`src/rtl/cj_cosim_judge.sv`:
```
// Co-simulation judge: captures the program's tohost word from a snooped
// memory-write bus and runs a direct-mapped PC lookup cache on the commit
// stream, counting lookups (crednum) and hits (credhit).
module cj_cosim_judge #(
    parameter int          ENTRIES     = 16,
    parameter logic [63:0] TOHOST_ADDR = 64'h0000_0000_8000_1000
) (
    input  logic        clock,
    input  logic        reset,
    input  logic        commit_valid,
    input  logic [63:0] commit_pc,
    input  logic        wr_valid,
    input  logic [63:0] wr_addr,
    input  logic [63:0] wr_data,
    output logic [63:0] tohost,
    output logic [63:0] crednum,
    output logic [63:0] credhit
);

    localparam int IDX   = $clog2(ENTRIES);
    localparam int TAG_W = 64 - IDX - 2;

    // Per-entry valid bits (control, reset) and tags (data, not reset).
    logic [ENTRIES-1:0] valid_p0;
    logic [TAG_W-1:0]   tag_p0 [ENTRIES];

    logic [IDX-1:0]     idx;
    logic [TAG_W-1:0]   tag;
    logic               hit;
    logic               fill;
    logic               unused_pc_lsbs;

    // Word-aligned PCs: the two byte-offset bits never take part in lookup.
    assign idx            = commit_pc[IDX+1:2];
    assign tag            = commit_pc[63:IDX+2];
    assign unused_pc_lsbs = ^commit_pc[1:0];
    assign hit            = valid_p0[idx] && (tag_p0[idx] == tag);
    assign fill           = reset && commit_valid && !hit;

    // Counters stick at all-ones instead of wrapping; since both saturate
    // identically, credhit can never overtake crednum.
    function automatic logic [63:0] sat_inc(input logic [63:0] v);
        return (&v) ? v : v + 64'd1;
    endfunction

    // tohost capture, lookup/hit counting and valid-bit maintenance.
    always_ff @(posedge clock) begin
        if (!reset) begin
            tohost   <= 64'd0;
            crednum  <= 64'd0;
            credhit  <= 64'd0;
            valid_p0 <= '0;
        end else begin
            if (wr_valid && (wr_addr == TOHOST_ADDR))
                tohost <= wr_data;
            if (commit_valid) begin
                crednum <= sat_inc(crednum);
                if (hit)
                    credhit <= sat_inc(credhit);
                else
                    valid_p0[idx] <= 1'b1;
            end
        end
    end

    // Tag store: a miss replaces whatever occupied the indexed entry.
    always_ff @(posedge clock) begin
        if (fill)
            tag_p0[idx] <= tag;
    end

endmodule

```
`config.mk`:
```
export PLATFORM = sky130hd
export DESIGN_NAME = cj_cosim_judge
export DESIGN_NICKNAME = d
export VERILOG_FILES = /design/src/rtl/cj_cosim_judge.sv
export SDC_FILE = /design/constraint.sdc
export NUM_CORES = 1
export LEC_CHECK = 0
export BUFFER_PORTS_ARGS = -buffer_cell sky130_fd_sc_hd__clkbuf_2
export CORE_MARGIN = 2
export CORE_UTILIZATION = 63
export DETAILED_ROUTE_END_ITERATION = 16
export GPL_ROUTABILITY_DRIVEN = 1
export HOLD_SLACK_MARGIN = 0.06
export PLACE_DENSITY = 0.82
export SLEW_MARGIN = 20
export SYNTH_ARGS = -nofsm -noshare
export SYNTH_HDL_FRONTEND = slang
export SYNTH_SLANG_ARGS = --single-unit
```
`constraint.sdc`:
```
create_clock -name clock -period 13.06 [get_ports clock]
set_input_delay 0.653 -clock clock [delete_from_list [all_inputs] [get_ports clock]]
set_output_delay 0.653 -clock clock [all_outputs]
set_load 0.005 [all_outputs]
```
# Yosys cells after proc, flatten, opt, wreduce, memory -nomap -nowiden

Memories as Yosys holds them, arrays and structs flattened.
Cells that the tools add are included.

Memories: 1
Bits in read-only memories: 0
Input bits: 196
Latch bits: 0
Bits in registers: 208
Word-level logic and storage cells: 32
Memory bits (writable): 928

Memories:

| memory | depth | width | read ports | clocked after Yosys merged registers in | wr ports | line | RTL |
|---|---|---|---|---|---|---|---|
| tag_p0 | 16    | 58    | 1          | 0                                       | 1        | 25   | `logic [TAG_W-1:0] tag_p0 [ENTRIES];` |

Shift operators: 0
Add/subtract/negate cells: 2
$lt $le $gt $ge: 2
Muxes and demuxes: 6
Divide/modulo/power cells: 0
Bitwise logic cells: 4
Equal/unequal tests: 2
Reductions and logical operators: 11
$mul: 0

Operator list:

| operator                                                           | count |
|---|---|
| adder 64 x 1 -> 64 bit (second input constant)                     | 2 |
| AND reduction 64 bit                                               | 2 |
| == test 64 x 32 -> 1 bit (second input constant)                   | 1 |
| == test 58 bit                                                     | 1 |
| OR 16 bit                                                          | 1 |
| logical AND 1 bit                                                  | 5 |
| less-than comparator 4 x 5 -> 1 bit (second input constant)        | 1 |
| binary-select mux 1 bit (select 4 bit)                             | 1 |
| demux 1 bit (select 4 bit)                                         | 1 |
| greater-or-equal comparator 4 x 1 -> 1 bit (second input constant) | 1 |
| two-way mux 1 bit                                                  | 4 |
| AND reduction 2 bit                                                | 2 |
| NOT 1 bit                                                          | 3 |
| AND reduction 3 bit                                                | 1 |
| zero test 1 bit                                                    | 1 |

# Depth between registers and ports, before layout

Gate-level depths: netlist of the first run.

Depth after elaboration: 7
Mapped depth: 19
Depth with buffers taken out: 10

# Worst setup path before layout of the first run

Ideal clock, no wire load.

Kind: input -> register
Start point: input commit_pc[5]
End point: memory tag_p0[10][0] (netlist bit) (enable)
Required time: 12.586 ns
Slack: 6.987 ns
Stages: 14
Data arrival time: 5.599 ns
Setup time: 0.474 ns
Cells stage by stage: buf_2 buf_4 buf_2 buf_4 buf_1 mux4_2 a211oi_1 a21oi_1 xor2_1 a211oi_1 and4_1 nand4bb_1 nand4_1 nor2_1

Longest elaborated chain between the ends: 7

Ends and longest elaborated chain:

| element                                                                               | line | RTL |
|---|---|---|
| start, declared                                                                       | 11   | `input logic [63:0] commit_pc,` |
| memory (16 x 58 bit) / binary-select mux 1 bit (select 4 bit) (equally long branches) | n/a  |  |
| == test 58 bit / two-way mux 1 bit (equally long branches)                            | 37   | `assign hit = valid_p0[idx] && (tag_p0[idx] == tag);` |
| logical AND 1 bit                                                                     | 37   |  |
| zero test 1 bit                                                                       | 38   | `assign fill = reset && commit_valid && !hit;` |
| logical AND 1 bit                                                                     | 38   |  |
| two-way mux 1 bit                                                                     | 68   | `if (fill)` |
| two-way mux 1 bit (implied by the code)                                               | 69   | `tag_p0[idx] <= tag;` |
| end, declared                                                                         | 25   |  |

Several ways; a longest one is shown, not always the timed one. The select of a mux whose other input is x is not followed.

# Worst setup path after layout of the first run

Start point: input commit_pc[5]
End point: memory tag_p0[12][29] (netlist bit) (enable)

Same word-level chain as after synthesis.

==> results of run 1 <==
-- cell families after synthesis --
family,count (synthesis),share of synthesized area [%]
simple gates,664,7.22
buf+inv,190,2.12
flops,1136,68.9
compound gates,359,5.10
mux,471,14.4
fa+ha+maj,2,0.0538
xor+xnor,117,2.21
-- per-layer routing --
| metal | routed length (um) | track usage [%] |
|---|---|---|
| met5 | 86 | 0 |
| met4 | 8070 | 19.2 |
| met3 | 14800 | 8.44 |
| met2 | 63600 | 55.9 |
| met1 | 45600 | 43.1 |
-- sequential cells by signal (all words and copies together) (netlist names) --
register and flops:
tohost 64, tag_p0 928, valid_p0 16, credhit 64, crednum 64
-- path summary, 6_finish.rpt --
path	startpoint	to	cells past startpoint
setup / recovery	commit_pc[5]	tag_p0[12][29]	13
hold / removal	wr_data[55]	tohost[55]	3
setup reg to reg	tag_p0[11][21]	tag_p0[12][29]	11
hold reg to reg	valid_p0[2]	valid_p0[2]	2
-- where the power goes --
| part | internal (uW) | switching, uW |
|---|---|---|
| sequential | 3950 | 11.4 |
| clock | 2010 | 1350 |
| combinational | 152 | 277 |
| total | 6110 | 1640 |
-- worst max-delay path, delay by kind of cell --
kind	cells	cell delay, ns
buf+inv	3	1.89
simple gates	5	2.33
compound gates	5	1.94
-- cells in the final DEF (no fill, tap or decap), types with 43 or more instances in the layout --
cell | synthesis | layout
xnor2_1 | 61 | 61
mux2_2 | 70 | 70
clkbuf_2 | 0 | 382
nor2_1 | 182 | 166
xor2_1 | 56 | 56
nand3_1 | 66 | 66
o21ai_0 | 78 | 78
mux4_2 | 149 | 149
buf_4 | 18 | 44
edfxtp_1 | 928 | 928
or3_1 | 50 | 49
mux2i_1 | 250 | 250
nand2_1 | 132 | 132
clkbuf_16 | 0 | 114
a21oi_1 | 76 | 76
a22oi_1 | 43 | 43
dfxtp_1 | 208 | 208
-- area by class of cell --
cell class              count  area (sq um)  area share, %
flip-flops and latches   1136         32000           60.2
repair buffers            431          2340           4.40
clock buffers             132          2960           5.57
diodes                     13          32.5         0.0612
clock inverters            76           897           1.69
multi-input cells        1613         13600           25.5
well taps                 959          1200           2.26
inverters                  39           151          0.285
-- stage by stage --
stage	setup WS, ns	hold slack (ns)	cells	utilization (%)	power [uW]
2_1_floorplan	6.99	0.420	2939	-	4280
3_3_place_gp	5.99	0.428	4176	67.5	4430
3_5_place_dp	5.88	0.437	4177	67.5	4450
4_1_cts	6.57	0.199	4385	72.8	7760
5_1_grt	6.29	0.212	4394	72.9	7920
6_report	6.31	0.217	4399	72.9	7750
==> run metrics, run 1 <==
CP dominant cell by count buf_4; distinct cell type count after synthesis 80; unrepaired setup endpoints after global routing no; Mapped Cells 2939; slowest CP cell buf_4; CTS tree built; number of top-level pins 388; dpl hpwl 80400 um; Worst Tran Pin Value 1.07 ns; fin crit period 6.75 ns; routed len/inst 30.1 um; number of synthesized flops with an enable pin 928; Async SR Flop Fraction 0%; Cell Area, Synth 0.0465 sq mm; top cells by count, synth 928 x edfxtp_1, 250 x mux2i_1, 208 x dfxtp_1; Max-Cap Viols 0; Post-Syn Nets 3137; GP Congestion 0.924; outcome finished, final reports clean; Final ANT Viol Nets 0; Nets 3529; top cell type's share of synthesized area 60.0%; crit-path cells buf_8 -> buf_4 -> or2_2 -> o22ai_1 -> a211oi_1 -> o221ai_1 -> a2111oi_2 -> a31oi_1 -> or4b_4 -> nand4bb_1 -> nand2_1 -> nor2_4 -> buf_4; DRT iter0 DRCs 3747; CP Launch Type input port; Pre-Repair DR Iteration Count 6; CTS Root Cell clkbuf_16; register area share after synthesis 68.9%; crit-path max cell delay 0.87 ns; hold_buf cts 0; Core ar. 0.0730 sq mm; worst skew pair latency 0.69 ns; DRC 0; placed instance area 0.0493 sq mm; DIE AREA 0.0759 sq mm; Worst Path Required 13.38 ns; post-CTS setup buffer count 0; Rel. slew slack 29.0%; Critical Path AT 7.07 ns; synthesis warning total 0; crit-path max FO 85; Area growth, synth to finish 14.5%; most frequent cell after synthesis edfxtp_1; Avg Cell Area, Syn 15.8 sq um; Sum Neg Setup Slack 0 ns; fin crit share 51.7%; Die Ht 276 um; CTS Buf Count 110; Rows 99; vias in the first global route 29000; highest achievable clock rate 148 MHz; HP Class in2reg; H-tree levels 3; drt total wl 132000 um; clock buffer depth 3; port buffer count 385; post-route design area 0.0532 sq mm; grt total ovfl 0; Die X 276 um; leakage power 0.0182 uW; Setup CP Type in2reg; initial antenna violation count 17; Top FF cell, synth edfxtp_1; flops & latches, synth 1136; Initial Utilization 63.7%; CP endpoint kind flop; Final setup viols 0; power density cells 146 mW/mm^2; count of final hold-check violations 0; Layout fillers 4371; Max VDD drop 0.136 mV; first-pass GRT wire length 189000 um; largest net degree at the start of global routing 117; Synth area leaders edfxtp_1 60%, dfxtp_1 9.0%, mux4_2 7.2%; Worst R2R Setup Slack 7.98 ns; final slew viol count 0; DR vias 29500; share of cells above drive strength 1 25.1%; CTS Sinks 1136; Worst Skew 0.0270 ns; dominant cell type by area after synthesis edfxtp_1; Via-to-Cell Ratio 6.71; Clock transition at path regs 0.06 ns; GRT Resource Usage Total 34.5%; Resize count post-CTS 0
(Power assumes the default switching activity.)
==> run 2: changes to the inputs <==
--- a/config.mk
+++ b/config.mk
@@ -7,11 +7,11 @@
 export LEC_CHECK = 0
 export BUFFER_PORTS_ARGS = -buffer_cell sky130_fd_sc_hd__clkbuf_2
 export CORE_MARGIN = 2
-export CORE_UTILIZATION = 63
+export CORE_UTILIZATION = 60
 export DETAILED_ROUTE_END_ITERATION = 16
 export GPL_ROUTABILITY_DRIVEN = 1
 export HOLD_SLACK_MARGIN = 0.06
-export PLACE_DENSITY = 0.82
+export PLACE_DENSITY = 0.79
 export SLEW_MARGIN = 20
 export SYNTH_ARGS = -nofsm -noshare
 export SYNTH_HDL_FRONTEND = slang
==> constraint.sdc (replaced) <==
create_clock -name clock -period 6.35 [get_ports clock]
set_input_delay 0.3175 -clock clock [delete_from_list [all_inputs] [get_ports clock]]
set_output_delay 0.3175 -clock clock [all_outputs]
set_load 0.005 [all_outputs]
==> run 2 against run 1 <==
  * Combinational power is 110% higher
  * Global-route usage is 2.3 points lower
  * Register-to-register slack worse by 6.2 ns
  * Final cell count is 3.7% higher
  * Sequential share of layout area is 0.84 points lower
  * Sequential power is 110% higher
==> run metrics, run 2 (synthesized netlist as in run 1, its figures left out) <==
CP endpoint kind flop; fin cells 4563; Clock transition at path regs 0.06 ns; Worst Path Required 6.70 ns; drt total wl 129000 um; Sum Neg Setup Slack 0 ns; switching part of the total 21.7%; Die X 282 um; Rows 102; Power Internal 12100 uW; max FFs per register 928; total chip power 15400 uW; Initial Utilization 60.3%; Final setup viols 0; count of final hold-check violations 0; Setup CP Type in2reg; Resize count post-CTS 0; initial antenna violation count 12; DIE AREA 0.0797 sq mm; setup ws final 1.40 ns; clock buffer depth 3; register with the highest flop count tag_p0; Nets 3620; unrepaired setup endpoints after global routing no; commonest non-fill, non-tap cell in the layout edfxtp_1; Rel. slew slack 35.9%; vias in the first global route 28700; CTS Sinks 1136; most frequent cells in the layout 928 x edfxtp_1, 383 x clkbuf_2, 250 x mux2i_1; crit-path cells buf_6 -> buf_12 -> and2_1 -> a22oi_1 -> a21oi_1 -> o221ai_1 -> a2111oi_2 -> a31oi_1 -> or4b_4 -> nand4bb_1 -> nand2_1 -> nor2_4 -> buf_4; CTS Buf Count 109; DRC 0; share of cells above drive strength 1 24.6%; fin crit share 78.0%; leakage power 0.0185 uW; worst skew pair latency 0.69 ns; grt total ovfl 0; number of top-level pins 388; CTS tree built; power density cells 286 mW/mm^2; HP Class in2reg; Seq pwr share 52.9%; fin crit period 4.95 ns; Max VDD drop 0.253 mV; Area growth, synth to finish 16.1%; Worst Skew 0.0362 ns; CTS Root Cell clkbuf_16; DR vias 29400; routed len/inst 28.4 um; highest achievable clock rate 202 MHz; slowest CP cell and2_1; DRT iter0 DRCs 3309; port buffer count 385; Final ANT Viol Nets 0; switching power 3340 uW; Critical Path AT 5.30 ns; worst slack, placed 0.919 ns; crit-path max cell delay 0.80 ns; CP Launch Type input port; Max-Cap Viols 0; Clock Power Share 41.2%; H-tree levels 3; Die Ht 282 um; crit-path max FO 47; Cells after DPL 4280; outcome finished, final reports clean; Via-to-Cell Ratio 6.44; largest net degree at the start of global routing 117; dpl hpwl 81400 um; Worst Tran Pin Value 0.962 ns; Comb pwr share 6.0%; final slew viol count 0; Pre-Repair DR Iteration Count 8; GRT Resource Usage Total 32.2%; fin util 70.0%; first-pass GRT wire length 186000 um; Core ar. 0.0771 sq mm; GP Congestion 0.906
==> run 2: repair_timing <==
item | CTS | global route
endpoints found under the hold margin | 138 | 0
hold buffers | 71 | 0
buffers inserted | 0 | 0
==> run 2: metal layers <==
metal | routed length, um | share of wire (%) | GRT usage (%)
met3 | 13900 | 11 | 7.56
met4 | 8390 | 6.5 | 19.8
met5 | 61 | 0.047 | 0
met2 | 61600 | 48 | 51.7
met1 | 45500 | 35 | 39.9
==> run 2: worst paths after layout <==
check                           cells past startpoint           from  slack (ns)             to
worst max-delay path                               13   commit_pc[3]        1.40  tag_p0[4][24]
worst min-delay path                                1  commit_pc[28]        0.08  tag_p0[1][22]
worst max register to register                     11  tag_p0[2][21]        1.75  tag_p0[4][24]
worst min register to register                      2    valid_p0[0]        0.46    valid_p0[0]
==> run 2: final cells by class <==
| type | instances | area [sq um] |
|---|---|---|
| Sequential cell | 1136 | 32000 |
| Fill cell | 4982 | 23100 |
| Multi-Input combinational cell | 1613 | 13600 |
| Timing Repair Buffer | 523 | 3370 |
| Clock buffer | 144 | 2990 |
| Tap cell | 1040 | 1300 |
| Clock inverter | 59 | 503 |
| Inverter | 39 | 151 |
| Antenna cell | 9 | 22.5 |
==> run 2: metrics by stage <==
step	hold WS (ns)	cell area (sq um)
floorplan	0.416	46500
global placement	0.430	49700
detailed placement	0.443	49700
CTS	0.0620	53900
global route	0.108	53900
finish	0.0820	53900
==> run 2: worst max-delay path: cells and delay by family <==
| kind | cells | cell delay [ns] |
|---|---|---|
| AND/OR/NAND/NOR | 5 | 2.44 |
| AO/OA/AOI/OAI | 5 | 1.25 |
| buffers and inverters | 3 | 1.06 |
==> run 2: power groups by stage <==
stage | logic [uW] | clock network, uW | registers [uW]
after floorplan | 497 | 0 | 8300
after global placement | 841 | 0 | 8300
after detailed placement | 865 | 0 | 8300
after CTS | 909 | 6400 | 8140
after global routing | 970 | 6680 | 8150
final | 920 | 6350 | 8140
